--- src/rtl/infrared_pkg.sv ---
// infrared_pkg
// Shared definitions for the NEC infrared transmitter and receiver:
//   - NEC segment durations in microseconds
//   - FSM state encoding (common to infrared_send and infrared_rcv)
//   - helper that turns a segment length into a down-counter reload value
package infrared_pkg;

  localparam int unsigned LEAD_MARK_US  = 9000;
  localparam int unsigned LEAD_SPACE_US = 4500;
  localparam int unsigned REP_SPACE_US  = 2250;
  localparam int unsigned BIT_MARK_US   = 560;
  localparam int unsigned ONE_SPACE_US  = 1690;
  localparam int unsigned ZERO_SPACE_US = 560;
  localparam int unsigned STOP_MARK_US  = 560;

  typedef enum logic [2:0] {
    ST_IDLE       = 3'd0,
    ST_LEAD_MARK  = 3'd1,
    ST_LEAD_SPACE = 3'd2,
    ST_REP_SPACE  = 3'd3,
    ST_BIT_MARK   = 3'd4,
    ST_BIT_SPACE  = 3'd5,
    ST_STOP_MARK  = 3'd6,
    ST_GAP        = 3'd7
  } ir_state_t;

  typedef logic [23:0] dur_t;

  // Reload value for a segment of 'us' microseconds. The counter is loaded
  // on segment entry and the segment ends on the cycle it reads zero, so the
  // reload is the cycle count minus one.
  function automatic dur_t seg_cycles(input int unsigned us,
                                      input int unsigned clk_mhz,
                                      input int unsigned div);
    int unsigned cyc;
    cyc = us * clk_mhz / div;
    return dur_t'(cyc - 1);
  endfunction

  function automatic logic is_mark(input ir_state_t s);
    return (s == ST_LEAD_MARK) || (s == ST_BIT_MARK) || (s == ST_STOP_MARK);
  endfunction

endpackage

--- src/rtl/infrared_if.sv ---
// infrared_if
// Request/status bundle of the NEC transmitter.
//   start      : one-cycle send request (sampled only when idle)
//   repeat_req : qualifies start, 1 = send a repeat frame
//   addr, cmd  : NEC address / command, latched on an accepted start
//   ir_env     : envelope, 0 = mark, 1 = space/idle
//   ir_led     : LED drive, 1 = LED on
//   busy       : high from an accepted start until done
//   done       : one-cycle pulse when the frame period has elapsed
// master = requester side, slave = transmitter side.
interface infrared_if;
  logic       start;
  logic       repeat_req;
  logic [7:0] addr;
  logic [7:0] cmd;
  logic       ir_env;
  logic       ir_led;
  logic       busy;
  logic       done;

  modport master (
    output start, repeat_req, addr, cmd,
    input  ir_env, ir_led, busy, done
  );

  modport slave (
    input  start, repeat_req, addr, cmd,
    output ir_env, ir_led, busy, done
  );
endinterface

--- src/rtl/infrared_carrier_gen.sv ---
// infrared_carrier_gen
// Raw IR carrier: toggles every HALF clock cycles while enabled.
//   sys_clk, sys_rst : clock, async active-high reset
//   restart          : sync restart, phase starts high on the next cycle
//   en               : run the carrier; when low the output is forced to 0
//   carrier          : registered carrier output
module infrared_carrier_gen #(
  parameter int unsigned HALF = 657
) (
  input  logic sys_clk,
  input  logic sys_rst,
  input  logic restart,
  input  logic en,
  output logic carrier
);

  localparam int unsigned CW = (HALF > 1) ? $clog2(HALF) : 1;
  localparam logic [CW-1:0] LAST = CW'(HALF - 1);

  logic [CW-1:0] cnt;

  always_ff @(posedge sys_clk or posedge sys_rst) begin
    if (sys_rst) begin
      cnt     <= '0;
      carrier <= 1'b0;
    end else if (restart) begin
      cnt     <= '0;
      carrier <= 1'b1;
    end else if (en) begin
      if (cnt == LAST) begin
        cnt     <= '0;
        carrier <= ~carrier;
      end else begin
        cnt <= cnt + CW'(1);
      end
    end else begin
      cnt     <= '0;
      carrier <= 1'b0;
    end
  end

endmodule

--- src/rtl/infrared_send.sv ---
// infrared_send
// NEC infrared transmitter. Sends a full frame (lead mark, lead space,
// 32 data bits LSB first = addr, ~addr, cmd, ~cmd, stop mark) or a repeat
// frame, then waits out the frame period before reporting done.
//   sys_clk, sys_rst : clock, async active-high reset
//   bus (slave)      : start/repeat_req/addr/cmd in, ir_env/ir_led/busy/done out
// TIME_DIV divides every segment length and the frame period; 1 gives true
// NEC timing and larger values give a proportionally shortened frame.
//
// state      | meaning
// IDLE       | line idle, waiting for start
// LEAD_MARK  | 9 ms mark
// LEAD_SPACE | 4.5 ms space (full frame)
// REP_SPACE  | 2.25 ms space (repeat frame)
// BIT_MARK   | 560 us mark preceding each data bit
// BIT_SPACE  | 1690 us (one) or 560 us (zero) space, then shift
// STOP_MARK  | 560 us closing mark
// GAP        | idle line until the frame period expires
module infrared_send
  import infrared_pkg::*;
#(
  parameter int unsigned CLK_FREQ_HZ     = 50_000_000,
  parameter int unsigned CARRIER_HZ      = 38_000,
  parameter bit          CARRIER_EN      = 1'b1,
  parameter int unsigned FRAME_PERIOD_US = 108_000,
  parameter int unsigned TIME_DIV        = 1
) (
  input  logic        sys_clk,
  input  logic        sys_rst,
  infrared_if.slave   bus
);

  localparam int unsigned CLK_MHZ = CLK_FREQ_HZ / 1_000_000;
  localparam int unsigned HALF    = CLK_FREQ_HZ / (2 * CARRIER_HZ);

  localparam dur_t D_LEAD_MARK  = seg_cycles(LEAD_MARK_US,  CLK_MHZ, TIME_DIV);
  localparam dur_t D_LEAD_SPACE = seg_cycles(LEAD_SPACE_US, CLK_MHZ, TIME_DIV);
  localparam dur_t D_REP_SPACE  = seg_cycles(REP_SPACE_US,  CLK_MHZ, TIME_DIV);
  localparam dur_t D_BIT_MARK   = seg_cycles(BIT_MARK_US,   CLK_MHZ, TIME_DIV);
  localparam dur_t D_ONE_SPACE  = seg_cycles(ONE_SPACE_US,  CLK_MHZ, TIME_DIV);
  localparam dur_t D_ZERO_SPACE = seg_cycles(ZERO_SPACE_US, CLK_MHZ, TIME_DIV);
  localparam dur_t D_STOP_MARK  = seg_cycles(STOP_MARK_US,  CLK_MHZ, TIME_DIV);

  localparam logic [31:0] FRAME_LAST =
    32'(FRAME_PERIOD_US * CLK_MHZ / TIME_DIV - 1);

  ir_state_t   state, next_state;
  dur_t        dur_cnt, dur_load;
  logic        load_en;
  logic [31:0] frame_cnt;
  logic [31:0] shreg;
  logic [4:0]  bit_idx;
  logic        rep_q;
  logic        busy_q, done_q, env_q;

  logic        seg_done;
  logic        accept;
  logic        mark_cur, mark_next;
  logic        car_restart;
  logic        done_next;
  logic        busy_next;
  logic        carrier;

  assign seg_done = (dur_cnt == '0);

  // State register
  always_ff @(posedge sys_clk or posedge sys_rst) begin
    if (sys_rst) state <= ST_IDLE;
    else         state <= next_state;
  end

  // Next-state logic, plus the duration to load on entering the new segment
  always_comb begin
    next_state = state;
    load_en    = 1'b0;
    dur_load   = '0;
    case (state)
      ST_IDLE: begin
        if (bus.start) begin
          next_state = ST_LEAD_MARK;
          load_en    = 1'b1;
          dur_load   = D_LEAD_MARK;
        end
      end
      ST_LEAD_MARK: begin
        if (seg_done) begin
          load_en = 1'b1;
          if (rep_q) begin
            next_state = ST_REP_SPACE;
            dur_load   = D_REP_SPACE;
          end else begin
            next_state = ST_LEAD_SPACE;
            dur_load   = D_LEAD_SPACE;
          end
        end
      end
      ST_LEAD_SPACE: begin
        if (seg_done) begin
          next_state = ST_BIT_MARK;
          load_en    = 1'b1;
          dur_load   = D_BIT_MARK;
        end
      end
      ST_BIT_MARK: begin
        if (seg_done) begin
          next_state = ST_BIT_SPACE;
          load_en    = 1'b1;
          dur_load   = shreg[0] ? D_ONE_SPACE : D_ZERO_SPACE;
        end
      end
      ST_BIT_SPACE: begin
        if (seg_done) begin
          load_en = 1'b1;
          if (bit_idx == 5'd31) begin
            next_state = ST_STOP_MARK;
            dur_load   = D_STOP_MARK;
          end else begin
            next_state = ST_BIT_MARK;
            dur_load   = D_BIT_MARK;
          end
        end
      end
      ST_REP_SPACE: begin
        if (seg_done) begin
          next_state = ST_STOP_MARK;
          load_en    = 1'b1;
          dur_load   = D_STOP_MARK;
        end
      end
      ST_STOP_MARK: begin
        if (seg_done) next_state = ST_GAP;
      end
      ST_GAP: begin
        if (frame_cnt == '0) next_state = ST_IDLE;
      end
      default: next_state = ST_IDLE;
    endcase
  end

  // Output logic: values presented to the output registers
  always_comb begin
    accept      = (state == ST_IDLE) && bus.start;
    mark_cur    = is_mark(state);
    mark_next   = is_mark(next_state);
    // Marks are never back to back, so every mark entry restarts the carrier
    car_restart = mark_next && !mark_cur;
    done_next   = (state == ST_GAP) && (frame_cnt == '0);
    busy_next   = busy_q;
    if (accept)         busy_next = 1'b1;
    else if (done_next) busy_next = 1'b0;
  end

  always_ff @(posedge sys_clk or posedge sys_rst) begin
    if (sys_rst) begin
      dur_cnt   <= '0;
      frame_cnt <= '0;
      shreg     <= '0;
      bit_idx   <= '0;
      rep_q     <= 1'b0;
      busy_q    <= 1'b0;
      done_q    <= 1'b0;
      env_q     <= 1'b1;
    end else begin
      if (load_en)        dur_cnt <= dur_load;
      else if (!seg_done) dur_cnt <= dur_cnt - 24'd1;

      // Frame period is measured from the acceptance cycle and holds at zero
      if (accept)                 frame_cnt <= FRAME_LAST;
      else if (frame_cnt != '0)   frame_cnt <= frame_cnt - 32'd1;

      if (accept) begin
        shreg   <= {~bus.cmd, bus.cmd, ~bus.addr, bus.addr};
        bit_idx <= '0;
        rep_q   <= bus.repeat_req;
      end else if ((state == ST_BIT_SPACE) && seg_done) begin
        shreg   <= shreg >> 1;
        bit_idx <= bit_idx + 5'd1;
      end

      busy_q <= busy_next;
      done_q <= done_next;
      env_q  <= !mark_next;
    end
  end

  infrared_carrier_gen #(
    .HALF (HALF)
  ) u_carrier (
    .sys_clk (sys_clk),
    .sys_rst (sys_rst),
    .restart (car_restart),
    .en      (mark_next),
    .carrier (carrier)
  );

  assign bus.ir_env = env_q;
  assign bus.ir_led = CARRIER_EN ? carrier : ~env_q;
  assign bus.busy   = busy_q;
  assign bus.done   = done_q;

endmodule

--- src/flat_wrapper.sv ---
// flat-port wrapper written by rule: the top's interface ports become plain ports
module infrared_send_flat import infrared_pkg::*;
#(
  parameter int unsigned CLK_FREQ_HZ     = 50_000_000,
  parameter int unsigned CARRIER_HZ      = 38_000,
  parameter bit          CARRIER_EN      = 1'b1,
  parameter int unsigned FRAME_PERIOD_US = 108_000,
  parameter int unsigned TIME_DIV        = 1
)
  (sys_clk, sys_rst, bus_start, bus_repeat_req, bus_addr, bus_cmd, bus_ir_env, bus_ir_led, bus_busy, bus_done);
  infrared_if bus_i ();
  input  logic sys_clk;
  input  logic sys_rst;
  input wire logic [$bits(bus_i.start)-1:0] bus_start;
  input wire logic [$bits(bus_i.repeat_req)-1:0] bus_repeat_req;
  input wire logic [$bits(bus_i.addr)-1:0] bus_addr;
  input wire logic [$bits(bus_i.cmd)-1:0] bus_cmd;
  output wire logic [$bits(bus_i.ir_env)-1:0] bus_ir_env;
  output wire logic [$bits(bus_i.ir_led)-1:0] bus_ir_led;
  output wire logic [$bits(bus_i.busy)-1:0] bus_busy;
  output wire logic [$bits(bus_i.done)-1:0] bus_done;
  assign bus_i.start = bus_start;
  assign bus_i.repeat_req = bus_repeat_req;
  assign bus_i.addr = bus_addr;
  assign bus_i.cmd = bus_cmd;
  assign bus_ir_env = bus_i.ir_env;
  assign bus_ir_led = bus_i.ir_led;
  assign bus_busy = bus_i.busy;
  assign bus_done = bus_i.done;
  infrared_send #(.CLK_FREQ_HZ(CLK_FREQ_HZ), .CARRIER_HZ(CARRIER_HZ), .CARRIER_EN(CARRIER_EN), .FRAME_PERIOD_US(FRAME_PERIOD_US), .TIME_DIV(TIME_DIV)) u_core (.sys_clk(sys_clk), .sys_rst(sys_rst), .bus(bus_i));
endmodule
--- config.mk ---
export PLATFORM = sky130hd
export DESIGN_NAME = infrared_send_flat
export DESIGN_NICKNAME = d
export VERILOG_FILES = /design/src/rtl/infrared_pkg.sv /design/src/rtl/infrared_if.sv /design/src/rtl/infrared_carrier_gen.sv /design/src/rtl/infrared_send.sv /design/src/flat_wrapper.sv
export SDC_FILE = /design/constraint.sdc
export NUM_CORES = 1
export LEC_CHECK = 0
export ABC_AREA = 0
export ABC_CLOCK_PERIOD_IN_PS = 4550
export CAP_MARGIN = 40
export CORE_MARGIN = 2
export CORE_UTILIZATION = 23
export CTS_CLUSTER_SIZE = 25
export DETAILED_ROUTE_END_ITERATION = 6
export PLACE_DENSITY = 0.37
export SLEW_MARGIN = 20
export SYNTH_ARGS = -nofsm -noshare
export SYNTH_HDL_FRONTEND = slang
export SYNTH_HIERARCHICAL = 1
export SYNTH_SLANG_ARGS = --single-unit
--- constraint.sdc ---
create_clock -name sys_clk -period 4.55 [get_ports sys_clk]
set_input_delay 1.365 -clock sys_clk [delete_from_list [all_inputs] [get_ports sys_clk]]
set_output_delay 1.365 -clock sys_clk [all_outputs]
set_load 0.01 [all_outputs]
Yosys cells after proc, flatten, opt, wreduce, memory -nomap -nowiden

Index checks and enable logic that the tools add are counted.

Add/subtract/negate cells: 4
Equality and inequality tests: 14
Multiplexer cells: 37
Bitwise operators: 3
Reductions and logical operators: 19

Operator list:

| operator                                                             | count |
|---|---|
| 32-bit 2-to-1 mux                                                    | 4 |
| 24-bit 2-to-1 mux                                                    | 4 |
| 24-bit case mux with 4 select lines                                  | 1 |
| 32-bit logical NOT                                                   | 1 |
| 32-bit nonzero test                                                  | 1 |
| 32-bit by 1-bit subtractor with 32-bit output, second input constant | 1 |
| 10-bit 2-to-1 mux                                                    | 3 |
| 24-bit logical NOT                                                   | 1 |
| 3-bit 2-to-1 mux                                                     | 8 |
| 3-bit case mux with 8 select lines                                   | 1 |
| 24-bit by 1-bit subtractor with 24-bit output, second input constant | 1 |
| 19-bit 2-to-1 mux                                                    | 1 |
| 3-bit == test, second input constant                                 | 6 |
| 18-bit 2-to-1 mux                                                    | 1 |
| 17-bit 2-to-1 mux                                                    | 1 |
| 8-bit NOT                                                            | 2 |
| 15-bit 2-to-1 mux                                                    | 1 |
| 10-bit by 1-bit adder with 10-bit output, second input constant      | 1 |
| 10-bit == test, second input constant                                | 1 |
| 5-bit 2-to-1 mux                                                     | 2 |
| 1-bit 2-to-1 mux                                                     | 8 |
| 3-bit by 1-bit == test with 1-bit output, second input constant      | 2 |
| 3-bit by 2-bit == test with 1-bit output, second input constant      | 2 |
| 2-bit nonzero test                                                   | 3 |
| 13 further kinds                                                     | 20 |

Register bits: 111
Input bits: 20
Output and inout port bits: 4

Depth between registers and ports, before layout

Gate-level depths: netlist of run 1.

Depth after elaboration: 9
Depth in mapped cells: 12

By module

The synthesis of run 1 kept the hierarchy.

By module, submodules not included:

| module               | instances | cells each | area each (um^2) |
|---|---|---|---|
| infrared_send        | 1         | 552        | 5237.5 |
| infrared_carrier_gen | 1         | 59         | 578.1 |

Least setup slack after synthesis of run 1

OpenSTA, ideal clock, no wires.

Path kind: in2reg
Start: input bus_start
End: register u_core.u_carrier.carrier
Arrival time: 3100 ps
Required time: 4481 ps
Slack: 1382 ps
Cell stages on the path: 9
Buffers on the path: 3
Cells stage by stage: nor2b_1 > clkbuf_1 > and2_1 > clkbuf_1 > clkbuf_1 > a311o_1 > or2b_1 > or4_1 > nand3_1

Cells in the longest elaborated chain, start to end: 7

Ends and longest elaborated chain:

| item                                                                              | RTL line                                         | text |
|---|---|---|
| start: declaration                                                                | flat_wrapper.sv:14                               | `input wire logic [$bits(bus_i.start)-1:0] bus_start;` |
| 3-bit 2-to-1 mux *                                                                | infrared_send.sv:79                              | `if (bus.start) begin` |
| 3-bit case mux with 8 select lines *                                              | infrared_send.sv:77                              | `case (state)` |
| 3-bit by 1-bit == test with 1-bit output / 3-bit == test (equally long branches)  | infrared_pkg.sv:41                               | `return (s == ST_LEAD_MARK) \|\| (s == ST_BIT_MARK) \|\| (s == ST_STOP_MARK);` |
| 1-bit logical OR                                                                  | infrared_pkg.sv:41                               |  |
| 1-bit logical OR *                                                                | infrared_pkg.sv:41                               |  |
| via u_core.mark_next                                                              | infrared_send.sv:58                              | `logic mark_cur, mark_next;` |
| 1-bit logical AND / 1-bit 2-to-1 mux (equally long branches)                      | infrared_send.sv:146, infrared_carrier_gen.sv:29 |  |
| 3-bit inequality test (no source line) / 1-bit 2-to-1 mux (equally long branches) | --                                               |  |
| end signal: assignment                                                            | infrared_carrier_gen.sv:32                       | `carrier <= ~carrier;` |
| end: declaration                                                                  | infrared_carrier_gen.sv:14                       | `output logic carrier` |

The timed path passes the listed nets; every way through them passes the cells marked *.
A chain may end at the register's enable or synchronous reset.

Final worst setup path of run 1

Start: register u_core.dur_cnt[16]
End: register u_core.u_carrier.carrier

Cells in the longest elaborated chain, start to end: 8

Ends and longest elaborated chain:

| item                                                                              | RTL line                                         | text |
|---|---|---|
| start: declaration                                                                | infrared_send.sv:48                              | `dur_t dur_cnt, dur_load;` |
| start signal: assignment                                                          | infrared_send.sv:164                             | `if (load_en) dur_cnt <= dur_load;` |
| start signal: assignment                                                          | infrared_send.sv:165                             | `else if (!seg_done) dur_cnt <= dur_cnt - 24'd1;` |
| 24-bit logical NOT *                                                              | infrared_send.sv:64                              | `assign seg_done = (dur_cnt == '0);` |
| 3-bit 2-to-1 mux, or another cell as far along                                    | infrared_send.sv:131                             | `if (seg_done) next_state = ST_GAP;` |
| 3-bit case mux with 8 select lines *                                              | infrared_send.sv:77                              |  |
| 3-bit by 1-bit == test with 1-bit output / 3-bit == test (equally long branches)  | infrared_pkg.sv:41                               |  |
| 1-bit logical OR                                                                  | infrared_pkg.sv:41                               |  |
| 1-bit logical OR *                                                                | infrared_pkg.sv:41                               |  |
| via u_core.mark_next                                                              | infrared_send.sv:58                              |  |
| 1-bit logical AND / 1-bit 2-to-1 mux (equally long branches)                      | infrared_send.sv:146, infrared_carrier_gen.sv:29 |  |
| 3-bit inequality test (no source line) / 1-bit 2-to-1 mux (equally long branches) | --                                               |  |

Marks and branches as above.

==> results of run 1 <==
## path summary, 6_finish.rpt
path,startpoint,to,slack (ns),depth (start not counted)
max,u_core/dur_cnt[16],u_core/u_carrier/carrier,1.22,8
min,u_core/shreg[23],u_core/shreg[23],0.49,1
max reg2reg,u_core/dur_cnt[16],u_core/u_carrier/carrier,1.22,8
min reg2reg,u_core/shreg[23],u_core/shreg[23],0.49,1
max in group asynchronous,sys_rst,u_core/frame_cnt[10],2.75,3
min in group asynchronous,sys_rst,u_core/dur_cnt[21],1.29,2
## power by group through the flow
stage / clock [W] / sequential, W / combinational (W)
3_3_place_gp: 0 / 0.00101 / 0.0000459
2_1_floorplan: 0 / 0.00101 / 0.0000165
4_1_cts: 0.000833 / 0.000985 / 0.0000461
6_report: 0.000790 / 0.000986 / 0.0000465
3_5_place_dp: 0 / 0.00101 / 0.0000460
5_1_grt: 0.000866 / 0.000985 / 0.0000526
## metal layers
metal,GRT usage (%),wire length (microns),vias up
li1,-,-,2298
met2,19.4,7150,89
met5,0,0,-
met4,2.98,203,0
met3,2.87,543,14
met1,16.5,7510,2297
## cells in the mapped netlist, drive strengths merged, types with 10 or more instances
library cell	count	area, sq um
or4	23	195
o21ai	42	210
xor2	11	96.3
nor4	20	168
nor3	10	50.1
o31ai	14	119
xnor2	15	131
nor2	41	154
a221o	14	140
nand3	21	105
or3	27	170
and3	20	125
clkbuf	27	101
inv	25	93.8
nand2	46	173
dfrtp	110	2750
a21oi	35	175
## kinds of logic after synthesis
| group | synth area share, % |
|---|---|
| muxes | 0.688 |
| adders and majority gates | 1.51 |
| buffers and inverters | 4.02 |
| xor gates and xnor gates | 3.92 |
| DFF | 47.8 |
| AOI/OAI and AO/OA | 18.2 |
| and+or+nand+nor | 23.9 |
## sequential cells by signal, summed over array words and instances, names as in the netlist
register and flops:
u_core/rep_q 1, u_core/u_carrier/cnt 10, u_core/state 3, u_core/shreg 32, u_core/frame_cnt 32, u_core/bus.busy 1, u_core/bus.done 1, u_core/dur_cnt 24
u_core/bit_idx 5, u_core/bus.ir_env 1, u_core/u_carrier/carrier 1
## cell type report
type / count / area (sq um)
clock buffers: 11 / 233
flip-flops and latches: 111 / 2780
clock inverters: 4 / 47.5
fillers: 2635 / 18300
repair buffers: 36 / 360
well taps: 330 / 413
inverters: 25 / 96.3
multi-input cells: 441 / 2810
## metrics by stage
| stage | hold slack (ns) | util [%] | worst slack (ns) |
|---|---|---|---|
| 5_1_grt | 0.510 | 26.9 | 1.07 |
| 3_5_place_dp | 0.470 | 25.7 | 0.992 |
| 4_1_cts | 0.488 | 26.8 | 1.22 |
| 6_report | 0.490 | 26.9 | 1.22 |
| 3_3_place_gp | 0.474 | 25.6 | 1.04 |
| 2_1_floorplan | 0.450 | - | 0.568 |
## critical path, cell delays in order, from the launching register on
cell	delay, ns
dfrtp_1	0.42
or3_1	0.55
or4_4	0.68
or3_1	0.41
o22ai_1	0.24
a311o_1	0.22
or2b_1	0.24
or4_1	0.40
nand3_1	0.10
## cell usage in the layout (no fill, tap or decap), drive strengths merged, types with 15 or more instances in the layout
cell type / n
nand3: 21
or3: 27
inv: 25
a21oi: 35
and3: 20
nand2: 46
o21ai: 42
or4: 23
nor2: 41
nor4: 20
clkdlybuf4s50: 23
dfrtp: 110
xnor2: 15
==> flow_summary.toml, run 1 <==
[outcome]
status = "completed"

[synthesis]
synth_nets = 638
yosys_warnings = 6
synth_cell_types = 62
synth_edf_count = 0
ys_seq_area_share_pct = 47.8
ys_ff_latch = 111
syn_inst = 611
syn_area_per_cell_sq_um = 9.52
syn_area_sq_mm = 0.00582
synthFlopType = "dfrtp_1"
async_flop_share_pct = 100

[global_route]
grt_overflow_total = 0
antenna_found_initial = 0
grt_pass1_wl_microns = 25500
first_global_vias = 4859
grt_max_degree = 58
track_usage_pct = 12.1

[pwr]
clkPwrFrac_pct = 43.3
pwr-share-comb_pct = 2.6
powerDensity_mw_per_mm2 = 270
power.internal_w = 0.00143
p_seq_share_pct = 54.1
power_leakage_nw = 2.53
netSwitchingFraction_pct = 21.6
p_sw_w = 0.000393
vdd_drop_max_v = 0.000165
p_total_w = 0.00182

[die]
boundaryPins = 24
die_y_microns = 163
dieArea_sq_mm = 0.0266
core_area_sq_mm = 0.0250
start_util_pct = 23.2
die_x_microns = 163
num_rows = 58

[timing]
max-slew-margin-rel_pct = 49.1
report.final.slew_viol_count = 0
tightest_slew_ns = 0.756
period_needed_ns = 3.33
post-route-period-util_pct = 73.3
finalHoldViolCount = 0
setup_tns_ns = 0
max_freq_mhz = 300
rsz0062_at_grt = "false"
fin_skew_ns = 0.00814
setup_viol = 0

[placed_design]
postPlaceCellArea_sq_mm = 0.00643
dp_cells = 942
port-buffer-count = 23
gp_congestion = 0.771
place_hpwl_microns = 10300

[route]
ant_nets = 0
avgRoutedWirePerCell_microns = 16.1
via_per_inst = 4.90
firstDrtPassIters = 4
drt-initial-drc-count = 265
drt_wl_total_microns = 15400
via_count = 4698
drcViolationCount = 0

[finish]
area_growth_pct = 15.8
nets = 651
fin_area_sq_mm = 0.00674
final_cells = 958
antennaDiodeCount = 0
drive_above_1_share_pct = 7.64

[clock_network]
cts_buffers = 9
hold_buffers = 0
clockRootBuffer = "clkbuf_16"
cts_buffer_depth = 2
cts_tree = "built"
cts_resized = 0
path_clk_slew_ns = 0.07
post_cts_buffers = 0
cts.sinks = 111
htreeDepth = 3
worstSkewPairLatency_ns = 0.35

[flow_run]
drv_cap = 0

[worst_hold_path]
holdCritPathClass = "register to register"

[setup_path]
cp-start-kind = "register"
cp.required_ns = 4.84
critPathArrivalTime_ns = 3.62
critical_path_class = "register to register"
worstSetupEndpointType = "register"
worst-path-max-fanout = 11
Note: power is estimated with default switching activity, not from simulation.
==> inputs of run 2 (changes only) <==
--- a/config.mk
+++ b/config.mk
@@ -6,13 +6,13 @@
 export NUM_CORES = 1
 export LEC_CHECK = 0
 export ABC_AREA = 0
-export ABC_CLOCK_PERIOD_IN_PS = 4550
+export ABC_CLOCK_PERIOD_IN_PS = 2900
 export CAP_MARGIN = 40
 export CORE_MARGIN = 2
 export CORE_UTILIZATION = 23
 export CTS_CLUSTER_SIZE = 25
 export DETAILED_ROUTE_END_ITERATION = 6
-export PLACE_DENSITY = 0.37
+export PLACE_DENSITY = 0.39
 export SLEW_MARGIN = 20
 export SYNTH_ARGS = -nofsm -noshare
 export SYNTH_HDL_FRONTEND = slang
==> constraint.sdc (replaced) <==
create_clock -name sys_clk -period 2.9 [get_ports sys_clk]
set_input_delay 0.87 -clock sys_clk [delete_from_list [all_inputs] [get_ports sys_clk]]
set_output_delay 0.87 -clock sys_clk [all_outputs]
set_load 0.01 [all_outputs]
==> flow_summary.toml, run 2 (synthesized netlist as in run 1, its figures left out) <==
[pwr]
clkPwrFrac_pct = 45.2
power_leakage_nw = 2.75
netSwitchingFraction_pct = 22.5
vdd_drop_max_v = 0.000419
p_sw_w = 0.000664
p_seq_share_pct = 52.4
powerDensity_mw_per_mm2 = 413
power.internal_w = 0.00228
pwr-share-comb_pct = 2.3

[finish]
multi_input_area_sq_mm = 0.00288
seq_area_sq_mm = 0.00278
antennaDiodeCount = 0
nets = 690
final_core_util_pct = 28.5
drive_above_1_share_pct = 14.7
final_cells = 998
final_cell_mix = "dfrtp_1, buf_4, nand2_1"
reg_top3 = "u_core/frame_cnt x32, u_core/shreg x32, u_core/dur_cnt x24"
fin_area_sq_mm = 0.00714
layout_commonest_cell = "dfrtp_1"
area_growth_pct = 22.7
nFillCells = 2689

[clock_network]
worstSkewPairLatency_ns = 0.35
cts_tree = "built"
path_clk_slew_ns = 0.08
clockRootBuffer = "clkbuf_16"
hold_buffers = 0
htreeDepth = 3
cts.sinks = 111
cts_buffers = 9
cts_buffer_depth = 2

[timing]
fin_skew_ns = 0.00496
finalHoldViolCount = 0
max_freq_mhz = 341
max-slew-margin-rel_pct = 61.3
rsz0062_at_grt = "true"
tightest_slew_ns = 0.575
hold_slack_ns = 0.491
period_needed_ns = 2.93
post-route-period-util_pct = 101
setup_ws_ns = -0.0329
report.final.slew_viol_count = 0
setup_viol = 1
setup_tns_ns = -0.0329

[global_route]
track_usage_pct = 12.0
first_global_vias = 4946
antenna_found_initial = 0
grt_max_degree = 101
grt_pass1_wl_microns = 25400
grt_overflow_total = 0

[route]
drcViolationCount = 0
drt_wl_total_microns = 15400
drt-initial-drc-count = 186
ant_nets = 0
via_per_inst = 4.90
avgRoutedWirePerCell_microns = 15.4
via_count = 4889
firstDrtPassIters = 4

[die]
die_x_microns = 163
boundaryPins = 24
start_util_pct = 23.2
core_area_sq_mm = 0.0250
dieArea_sq_mm = 0.0266
num_rows = 58
die_y_microns = 163

[placed_design]
dp_cells = 978
postPlaceCellArea_sq_mm = 0.00673
port-buffer-count = 23
gp_congestion = 0.756
place_hpwl_microns = 10400

[setup_path]
worstSetupEndpointType = "register"
critPathArrivalTime_ns = 3.22
reg2reg_slack_ns = -0.03
critical_path_class = "register to register"
r2r_cells = 8
worstSetupEndpoint = "u_core/u_carrier/carrier"
cp.required_ns = 3.19
timing.rr.end = "u_core/u_carrier/carrier"
cp-start-kind = "register"
worst-path-max-fanout = 4
crit_start = "u_core/dur_cnt[22]"
r2r_start = "u_core/dur_cnt[22]"

[outcome]
status = "complete, but fails checks"
violations = "negative setup slack"

[flow_run]
drv_cap = 0

[worst_hold_path]
holdCritPathClass = "register to register"
hp-start = "u_core/shreg[23]"
==> run 2: changes by cell type in the layout (fill, tap and decap cells not counted), moves of 2 or more <==
cell	previous run	this run
o21ai_0	41	39
buf_4	11	47
a21oi_1	35	33
buf_12	1	3
inv_8	0	2
clkinvlp_4	1	3
clkbuf_1	2	0
clkinv_2	2	0
a21oi_2	0	2
==> run 2: worst max-delay path, stage by stage (launching register included) <==
cell	delay, ns
dfrtp_1	0.38
or4_4	0.53
or4_4	0.53
or3_4	0.37
o22ai_4	0.17
a311o_1	0.15
or2b_1	0.23
or4_1	0.41
nand3_1	0.10
==> run 2: what timing repair did <==
item / in CTS / in global routing
pin swaps: 3 / 4
hold endpoints to repair: 0 / 0
gates resized for setup: 1 / 13
setup buffers: 2 / 1
setup endpoints to repair: 8 / 16
gates cloned: 0 / 1
==> run 2: per-stage QoR <==
step | setup WS [ns] | power, W
after floorplan | -0.119 | 0.00160
after global placement | -0.0281 | 0.00165
after detailed placement | -0.0916 | 0.00165
after CTS | -0.0366 | 0.00302
after global routing | -0.151 | 0.00308
final | -0.0329 | 0.00295
==> run 2: final cells by class <==
type / instances / share of cell area, %
multi-input combinational: 442 / 40.3
timing repair buffer: 74 / 9.17
tap: 330 / 5.78
sequential: 111 / 38.9
clock inverter: 6 / 1.07
clock buffer: 10 / 3.35
inverter: 25 / 1.37
==> run 2: per-layer routing <==
layer  GRT usage [%]  share of wire (%)  wire length (microns)
met5               0                  0                      0
met4            2.05               0.51                     78
met3            2.79                2.6                    395
met2            19.7                 47                   7200
met1            16.4                 50                   7720
==> run 2: how the worst min path moves through the flow <==
stage                     cells after the start  slack (ns)          endpoint
after global placement                        1        0.47  u_core/shreg[23]
after global routing                          1        0.52  u_core/shreg[23]
after detailed placement                      1        0.47  u_core/shreg[23]
final                                         1        0.49  u_core/shreg[23]
after CTS                                     1        0.49  u_core/shreg[23]
after floorplan                               1        0.45  u_core/shreg[23]
==> run 2: power groups by stage <==
stage	sequential [W]	combinational (W)	clock [W]
2_1_floorplan	0.00158	0.0000262	0
3_3_place_gp	0.00158	0.0000712	0
3_5_place_dp	0.00158	0.0000721	0
4_1_cts	0.00155	0.0000724	0.00140
5_1_grt	0.00155	0.0000786	0.00146
6_report	0.00155	0.0000684	0.00133
